--- src/rtl/temporal_pkg.sv ---
// rtl/temporal_pkg.sv - shared defaults and types for the temporal encoder
package temporal_pkg;

  localparam int GAMMA_CYCLE_WIDTH_DEF = 16;
  localparam int PULSE_WIDTH_DEF       = 8;
  localparam int TW_DEF                = $clog2(GAMMA_CYCLE_WIDTH_DEF);

  typedef logic [TW_DEF-1:0] spike_time_t;

  typedef enum logic {
    IDLE = 1'b0,
    RUN  = 1'b1
  } enc_state_t;

endpackage

--- src/rtl/temporal_pulse_gen.sv ---
// rtl/temporal_pulse_gen.sv - one channel's registered pulse-width spike bit
module temporal_pulse_gen #(
  parameter int TW          = 4,
  parameter int PULSE_WIDTH = 8
) (
  input  logic          aclk,
  input  logic          grst_n,
  input  logic [TW-1:0] k,
  input  logic [TW-1:0] t_i,
  input  logic          mask_i,
  input  logic          range_ok_i,
  output logic          spike_o
);

  // One extra bit so t_i+PULSE_WIDTH-1 never wraps
  logic [TW:0] k_w;
  logic [TW:0] lo;
  logic [TW:0] hi;

  assign k_w = {1'b0, k};
  assign lo  = {1'b0, t_i};
  assign hi  = lo + (TW+1)'(PULSE_WIDTH - 1);

  always_ff @(posedge aclk or negedge grst_n) begin
    if (!grst_n) begin
      spike_o <= 1'b0;
    end else begin
      spike_o <= mask_i && range_ok_i && (k_w >= lo) && (k_w <= hi);
    end
  end

endmodule

--- src/rtl/temporal_encoder.sv ---
// rtl/temporal_encoder.sv - binary spike times to gamma-aligned pulse-width code
module temporal_encoder
  import temporal_pkg::*;
#(
  parameter int GAMMA_CYCLE_WIDTH = GAMMA_CYCLE_WIDTH_DEF,
  parameter int PULSE_WIDTH       = PULSE_WIDTH_DEF,
  parameter int N_CH              = 2,
  parameter int TW                = $clog2(GAMMA_CYCLE_WIDTH)
) (
  input  logic               aclk,
  input  logic               grst_n,
  input  logic               en,
  input  logic               in_valid,
  output logic               in_ready,
  input  logic [N_CH*TW-1:0] in_time,
  input  logic [N_CH-1:0]    in_mask,
  output logic               gamma_rst_o,
  output logic [N_CH-1:0]    spike_o,
  output logic               busy_o,
  output logic               underrun_o,
  output logic               range_err_o
);

  if (PULSE_WIDTH >= GAMMA_CYCLE_WIDTH) begin : g_size_check
    $error("PULSE_WIDTH must be less than GAMMA_CYCLE_WIDTH");
  end

  localparam logic [TW-1:0] K_LAST = TW'(GAMMA_CYCLE_WIDTH - 1);
  localparam logic [TW:0]   T_MAX  = (TW+1)'(GAMMA_CYCLE_WIDTH - PULSE_WIDTH);

  enc_state_t         state, state_nxt;
  logic [TW-1:0]      k, k_nxt;
  logic               run_nxt;
  logic               boundary;
  logic               xfer;
  logic [N_CH-1:0]    in_ok;

  logic               pend_valid;
  logic [N_CH*TW-1:0] pend_time;
  logic [N_CH-1:0]    pend_mask;
  logic [N_CH-1:0]    pend_ok;

  logic [N_CH*TW-1:0] act_time, act_time_nxt;
  logic [N_CH-1:0]    act_mask, act_mask_nxt;
  logic [N_CH-1:0]    act_ok, act_ok_nxt;

  assign in_ready = !pend_valid;
  assign busy_o   = (state == RUN);
  assign xfer     = in_valid && in_ready;

  // Legal times keep the pulse clear of gamma_rst and inside the cycle
  always_comb begin
    in_ok = '0;
    for (int i = 0; i < N_CH; i++) begin
      in_ok[i] = ({1'b0, in_time[i*TW +: TW]} >= (TW+1)'(1)) &&
                 ({1'b0, in_time[i*TW +: TW]} <= T_MAX);
    end
  end

  always_comb begin
    state_nxt = state;
    k_nxt     = k;
    run_nxt   = 1'b0;
    boundary  = 1'b0;
    case (state)
      IDLE: begin
        if (en) begin
          state_nxt = RUN;
          k_nxt     = '0;
          run_nxt   = 1'b1;
          boundary  = 1'b1;
        end
      end
      RUN: begin
        run_nxt = 1'b1;
        if (k == K_LAST) begin
          k_nxt = '0;
          if (en) begin
            boundary = 1'b1;
          end else begin
            state_nxt = IDLE;
            run_nxt   = 1'b0;
          end
        end else begin
          k_nxt = k + TW'(1);
        end
      end
      default: state_nxt = IDLE;
    endcase

    act_time_nxt = act_time;
    act_mask_nxt = act_mask;
    act_ok_nxt   = act_ok;
    if (boundary) begin
      if (xfer) begin
        act_time_nxt = in_time;
        act_mask_nxt = in_mask;
        act_ok_nxt   = in_ok;
      end else if (pend_valid) begin
        act_time_nxt = pend_time;
        act_mask_nxt = pend_mask;
        act_ok_nxt   = pend_ok;
      end else begin
        act_mask_nxt = '0;
        act_ok_nxt   = '0;
      end
    end
  end

  always_ff @(posedge aclk or negedge grst_n) begin
    if (!grst_n) begin
      state       <= IDLE;
      k           <= '0;
      pend_valid  <= 1'b0;
      pend_time   <= '0;
      pend_mask   <= '0;
      pend_ok     <= '0;
      act_time    <= '0;
      act_mask    <= '0;
      act_ok      <= '0;
      gamma_rst_o <= 1'b0;
      underrun_o  <= 1'b0;
      range_err_o <= 1'b0;
    end else begin
      state    <= state_nxt;
      k        <= k_nxt;
      act_time <= act_time_nxt;
      act_mask <= act_mask_nxt;
      act_ok   <= act_ok_nxt;
      // A transfer on a boundary edge bypasses pending straight into active
      if (xfer && !boundary) begin
        pend_valid <= 1'b1;
        pend_time  <= in_time;
        pend_mask  <= in_mask;
        pend_ok    <= in_ok;
      end else if (boundary && pend_valid) begin
        pend_valid <= 1'b0;
      end
      gamma_rst_o <= run_nxt && (k_nxt == '0);
      underrun_o  <= boundary && !(xfer || pend_valid);
      range_err_o <= xfer && |(in_mask & ~in_ok);
    end
  end

  for (genvar i = 0; i < N_CH; i++) begin : g_ch
    temporal_pulse_gen #(
      .TW          (TW),
      .PULSE_WIDTH (PULSE_WIDTH)
    ) u_pulse_gen (
      .aclk       (aclk),
      .grst_n     (grst_n),
      .k          (k_nxt),
      .t_i        (act_time_nxt[i*TW +: TW]),
      .mask_i     (act_mask_nxt[i] && run_nxt),
      .range_ok_i (act_ok_nxt[i]),
      .spike_o    (spike_o[i])
    );
  end

endmodule

--- config.mk ---
export PLATFORM = sky130hd
export DESIGN_NAME = temporal_encoder
export DESIGN_NICKNAME = d
export VERILOG_FILES = /design/src/rtl/temporal_pkg.sv /design/src/rtl/temporal_pulse_gen.sv /design/src/rtl/temporal_encoder.sv
export SDC_FILE = /design/constraint.sdc
export NUM_CORES = 1
export LEC_CHECK = 0
export BUFFER_PORTS_ARGS = -buffer_cell sky130_fd_sc_hd__buf_2
export CORE_MARGIN = 4
export CORE_UTILIZATION = 65
export CTS_BUF_LIST = sky130_fd_sc_hd__clkbuf_4 sky130_fd_sc_hd__clkbuf_8
export CTS_CLUSTER_DIAMETER = 40
export DETAILED_ROUTE_END_ITERATION = 6
export PLACE_DENSITY_LB_ADDON = 0.3
export SLEW_MARGIN = 15
export SYNTH_ARGS = -nofsm -noshare
export SYNTH_HDL_FRONTEND = slang
export SYNTH_SLANG_ARGS = --single-unit
--- constraint.sdc ---
create_clock -name aclk -period 7.7 [get_ports aclk]
set_clock_uncertainty 0.1 [all_clocks]
set_input_delay 0.385 -clock aclk [delete_from_list [all_inputs] [get_ports aclk]]
set_output_delay 0.385 -clock aclk [all_outputs]
set_load 0.005 [all_outputs]
Word-level counts from Yosys, hierarchy flattened
Cells that the tools add are included.

word-level totals
  register bits = 35
  output and inout port bits = 7
  word-level logic and storage cells = 71

operators by class
  add/sub/neg operators = 3
  magnitude comparators = 8
  equal/unequal tests = 1
  multiplexer cells = 19
  bitwise logic cells = 3
  reductions and logical operators = 23

operators by type and width
  kind                                                                   count
  8-bit two-way mux                                                      3
  1-bit logical AND                                                      16
  2-bit two-way mux                                                      6
  4-bit by 3-bit adder with 5-bit output, second input constant          2
  4-bit by 5-bit <= comparator with 1-bit output                         2
  4-bit by 1-bit >= comparator with 1-bit output, second input constant  2
  4-bit >= comparator                                                    2
  4-bit <= comparator, second input constant                             2
  4-bit two-way mux                                                      2
  4-bit one-hot mux with 2 select lines                                  1
  1-bit two-way mux                                                      5
  4-bit by 1-bit adder with 4-bit output, second input constant          1
  4-bit == test, second input constant                                   1
  4-bit zero test                                                        1
  1-bit one-hot mux with 2 select lines                                  2
  1-bit zero test                                                        3
  2-bit AND                                                              1
  2-bit NOT                                                              1
  2-bit nonzero test                                                     1
  2-bit OR reduction                                                     1
  1-bit logical OR                                                       1
  1-bit NOT                                                              1

Depth between registers and ports, before layout
  depth in word-level cells = 8
  gate-level depth with buffers = 14
  mapped depth without buffers = 13

Modules after synthesis
Synthesis repeated with hierarchy kept, for this count alone.

unflattened totals
  cell total of the unflattened synthesis = 201
  area, all modules = 2,114.5 um^2

modules (own cells, without submodules)
  module              times used  cells each  area each (um^2)  sequential area each (um^2)
  temporal_encoder    1           141         1,581.5           825.8
  temporal_pulse_gen  2           30          266.5             25.0

Worst setup path after synthesis
No wires, ideal clock.

  kind = register to register
  from = reg k[0]
  to = reg g_ch[0].u_pulse_gen.spike_o
  library setup time = 0.122 ns
  arrival time = 2.733 ns
  required time = 7.478 ns
  setup slack = 4.745 ns
  cell stages (with the launch flop) = 15
  buffers on the path = 1
  clock period less this slack = 2.955 ns
  cells stage by stage = dfrtp_1 > ha_1 > and3_1 > o21ai_2 > buf_6 > nand2_1 > and3_1 > ha_1 > xor2_1 > ha_1 > o21ai_0 > nand2b_1 > a21oi_1 > a41o_1 > o2111a_1

between the ends
  longest elaborated chain between the ends = 8
  elaborated cells on any way between the ends = 19
  those cells by class = add/sub: 2; order compare: 2; eq/ne: 1; mux: 10; reduce/logical: 4

RTL lines
  element                                                                                         RTL line                  text
  start: declaration                                                                              temporal_encoder.sv:32    logic [TW-1:0] k, k_nxt;
  start signal: assignment                                                                        temporal_encoder.sv:126   k <= k_nxt;
  parallel branches: the longest is 7 deep, another holds 4-bit by 3-bit adder with 5-bit output  --
  1-bit logical AND (*)                                                                           temporal_pulse_gen.sv:28  spike_o <= mask_i && range_ok_i && (k_w >= lo) && (k_w <= hi);
  end signal: assignment                                                                          temporal_pulse_gen.sv:28
  end: declaration                                                                                temporal_pulse_gen.sv:12  output logic spike_o

Mark *: on every way between the ends.
A chain may end at the register's enable or synchronous reset.

Worst setup path after layout
Ends and elaborated chain as after synthesis.

==> flow_summary.toml <==
[synthesis]
synthCells = 212
yosys_most_used_dff = "sky130_fd_sc_hd__dfrtp_1"
mappedNetlistArea_um2 = 2128
seq_area_frac_synth_pct = 41.15
yosysWarnings = 0
synth_async_sr_flop_share_pct = 100.0
synth.largest_area_cell = "sky130_fd_sc_hd__dfrtp_1"
yosys.area.top_type_share_pct = 41.15
synth_nets = 245
syn_avg_cell_area_um2 = 10.04
netlist-cell-type-count = 44
synth_edf_count = 0
synth.ff_latch_count = 35
netlist_top_cells_area = "sky130_fd_sc_hd__dfrtp_1 41%, sky130_fd_sc_hd__ha_1 11%, sky130_fd_sc_hd__mux2_2 4.2%"

[routing]
first_pass_iters = 4
routed-via-count = 1633
vias_per_cell = 5.938
routed_wl_mm = 4.355
drt_drc_violations_left = 0
drtIter0Drc = 115
final_antenna_net_count = 0
wire_per_inst_um = 15.84

[final_layout]
diodes = 0
postLayoutCellArea_um2 = 2258
post_route_cells_drive_above_1_share_pct = 22.08
growth_of_design_area_from_synthesis_to_finish_pct = 6.114
final_cells = 275
design.final.nets = 263

[worst_setup_path]
timing.critical_path.from_type = "flop"
critical_path.most_common_cell = "sky130_fd_sc_hd__ha_1"
timing.critical_path.arrival_ns = 3.50
cp_slowest_cell = "sky130_fd_sc_hd__a21boi_4"
end_kind = "flop"
path_max_fanout = 18
cp_cell_sequence = "ha_1 -> nand3_4 -> a21boi_4 -> a32oi_1 -> and3_1 -> ha_1 -> xor2_1 -> ha_1 -> o21ai_0 -> nand2b_1 -> a21oi_1 -> a41o_1 -> o2111a_1"
cp_data_required_time_ns = 7.83
timing.critical_path.buf_inv = 0
slowest_stage_delay_on_critical_path_ns = 0.44
path_delay_family = "compound AO/OA/AOI/OAI gates"
worst-r2r-setup-slack_ns = 4.34
setup.worst_path.class = "flop to flop"

[placed_design]
port_buffers = 20
place_area_um2 = 2201
gp_congestion = 0.7978
detailed_place_hpwl_mm = 3.312
pre_cts_ws_ns = 4.399
post-place-cells = 267

[global_route]
grt.total_usage_pct = 23.09
grt_pass1_wl_mm = 7.514
grt_max_degree = 36
grt_antenna_before_repair = 0
gr-total-overflow = 0
number_of_global_route_vias_before_repair = 1655

[clocking]
cts_tree = "yes"
postCtsSetupRepairBufs = 0
post_cts.resized_instances = 0
cts_root_buf = "sky130_fd_sc_hd__clkbuf_4"
ctsLongestPathBuffers = 2
cts_inserted_buffers = 5
post_cts_hold_buffer_count = 0
clock_insertion_delay_worst_skew_ns = 0.35
cts.clk_slew.worst_paths_ns = 0.10
cts_num_sinks = 35
h-tree-depth = 2

[power_and_ir_drop]
leakage_power_total_nw = 1.117
vdd_ir_drop_max_mv = 0.2923
powerDensity_nw_per_um2 = 461.1
design_power_total_mw = 1.041

[status]
status = "complete, but fails checks"
violated_checks = "hold timing"

[floorplanning]
floorplan.rows = 20
top_level_ports = 21
dieHeight_um = 65.22
chipWidth_um = 65.22
initial_core_util_pct = 68.59
core_um2 = 3103
die-area_um2 = 4254

[timing]
final_hold_violation_count = 2
setup_total_negative_slack_ns = 0
final.hold.worst_slack_ns = -0.0004895
final_min_period_over_clock_period_pct = 43.70
tightestPinTransition_ns = 0.9493
rsz_0062_raised_after_global_routing = "false"
finalSetupViolations = 0
final.setup.worst_slack_ns = 4.335
slew_headroom_pct = 36.05
max_freq_mhz = 297.2
post-route-min-period_ns = 3.365
maxSlewViolCount = 0

[flow_run]
max_cap_viol_count = 0

[min_path]
timing.hold.worst.class = "primary input to async pin"
==> worst reg2reg max path, stage by stage, from the launching register on <==
cell                       delay, ns
sky130_fd_sc_hd__dfrtp_1        0.43
sky130_fd_sc_hd__ha_1           0.30
sky130_fd_sc_hd__nand3_4        0.13
sky130_fd_sc_hd__a21boi_4       0.45
sky130_fd_sc_hd__a32oi_1        0.17
sky130_fd_sc_hd__and3_1         0.27
sky130_fd_sc_hd__ha_1           0.23
sky130_fd_sc_hd__xor2_1         0.18
sky130_fd_sc_hd__ha_1           0.31
sky130_fd_sc_hd__o21ai_0        0.09
sky130_fd_sc_hd__nand2b_1       0.08
sky130_fd_sc_hd__a21oi_1        0.06
sky130_fd_sc_hd__a41o_1         0.22
sky130_fd_sc_hd__o2111a_1       0.24
==> state kept, by name, indices dropped and copies added, names as in the netlist, 2 cells and up <==
| signal | count |
|---|---|
| act_mask | 2 |
| act_ok | 2 |
| act_time | 8 |
| g_ch.u_pulse_gen.spike_o | 2 |
| k | 4 |
| pend_mask | 2 |
| pend_ok | 2 |
| pend_time | 8 |
==> kinds of logic after synthesis <==
| group | count (synthesis) | synth area share, % |
|---|---|---|
| AO/OA/AOI/OAI | 57 | 19.99 |
| XOR/XNOR | 7 | 2.881 |
| adder cells (fa/ha/maj) | 19 | 11.17 |
| buffers and inverters | 27 | 7.054 |
| flip-flops | 35 | 41.15 |
| multiplexers | 8 | 4.233 |
| AND/OR/NAND/NOR | 59 | 13.52 |
==> where the power goes <==
part / internal (mW) / leakage [nW] / switching (mW)
clock: 0.0426 / 0.0361 / 0.0614
sequential: 0.264 / 0.425 / 0.0654
combinational: 0.270 / 0.657 / 0.337
==> cell type report <==
| class | instances | area (µm²) |
|---|---|---|
| multi-input cells | 150 | 1102 |
| flip-flops and latches | 35 | 875.8 |
| fillers | 235 | 844.6 |
| repair buffers | 20 | 100.1 |
| inverters | 18 | 67.56 |
| well taps | 44 | 55.05 |
| clock buffers | 7 | 52.55 |
| clock inverters | 1 | 5.005 |
==> cells in the final DEF, fill, tap and decap left out, types with 3 or more instances in the layout <==
cell and n:
sky130_fd_sc_hd__xnor2_1 3, sky130_fd_sc_hd__o22a_2 3, sky130_fd_sc_hd__a32oi_1 3, sky130_fd_sc_hd__inv_1 18, sky130_fd_sc_hd__buf_2 20, sky130_fd_sc_hd__a22oi_1 3, sky130_fd_sc_hd__o21ai_0 16, sky130_fd_sc_hd__clkbuf_4 7
sky130_fd_sc_hd__a21oi_1 7, sky130_fd_sc_hd__dfrtp_1 35, sky130_fd_sc_hd__mux2_2 8, sky130_fd_sc_hd__and3_1 4, sky130_fd_sc_hd__o21ai_2 3, sky130_fd_sc_hd__nand3_1 9, sky130_fd_sc_hd__ha_1 19, sky130_fd_sc_hd__nor3_1 4
sky130_fd_sc_hd__nand2_1 16, sky130_fd_sc_hd__xor2_1 4, sky130_fd_sc_hd__o22ai_1 3, sky130_fd_sc_hd__nand2b_1 6, sky130_fd_sc_hd__a31oi_1 3, sky130_fd_sc_hd__nor2_1 15
==> per-layer routing <==
| metal | global-route usage (%) | part of all wire (%) | up-vias |
|---|---|---|---|
| li1 | - | - | 784 |
| met1 | 29.13 | 44 | 786 |
| met2 | 37.42 | 49 | 53 |
| met3 | 6.325 | 5.0 | 10 |
| met4 | 9.326 | 1.9 | 0 |
| met5 | 0 | 0 | - |
==> cells in the mapped netlist (2+ instances only) <==
library cell / n
sky130_fd_sc_hd__o22a_2: 3
sky130_fd_sc_hd__o21ai_0: 16
sky130_fd_sc_hd__xor2_1: 4
sky130_fd_sc_hd__a22oi_1: 3
sky130_fd_sc_hd__nand2_1: 16
sky130_fd_sc_hd__nor2_1: 15
sky130_fd_sc_hd__o22ai_1: 3
sky130_fd_sc_hd__a32oi_1: 3
sky130_fd_sc_hd__clkbuf_4: 2
sky130_fd_sc_hd__inv_1: 18
sky130_fd_sc_hd__dfrtp_1: 35
sky130_fd_sc_hd__buf_6: 3
sky130_fd_sc_hd__nand2b_1: 6
sky130_fd_sc_hd__o21ai_2: 3
sky130_fd_sc_hd__a21oi_2: 2
sky130_fd_sc_hd__a31oi_1: 3
sky130_fd_sc_hd__nand3_1: 9
sky130_fd_sc_hd__and3_1: 4
sky130_fd_sc_hd__mux2_2: 8
sky130_fd_sc_hd__a21oi_1: 7
sky130_fd_sc_hd__nor2b_1: 2
sky130_fd_sc_hd__xnor2_1: 3
sky130_fd_sc_hd__nor3_1: 4
sky130_fd_sc_hd__buf_4: 2
sky130_fd_sc_hd__ha_1: 19
==> worst paths after layout <==
kind / startpoint / end / depth (start not counted)
setup reg to reg: k[0] / g_ch[0].u_pulse_gen.spike_o / 13
hold reg to reg: pend_time[6] / pend_time[6] / 2
max in group asynchronous: grst_n / g_ch[0].u_pulse_gen.spike_o / 1
min in group aclk: in_time[5] / pend_time[5] / 2
setup / recovery: k[0] / g_ch[0].u_pulse_gen.spike_o / 13
hold / removal: grst_n / pend_time[6] / 1
==> metrics by stage <==
| stage | hold slack [ns] | util, % |
|---|---|---|
| 2_1_floorplan | -0.01059 | - |
| 3_3_place_gp | 0.3702 | 70.93 |
| 3_5_place_dp | 0.3780 | 70.93 |
| 4_1_cts | 0.01555 | 72.78 |
| 5_1_grt | 0.04013 | 72.78 |
| 6_report | -0.0004895 | 72.78 |
Power figures use the tool's default switching activity.
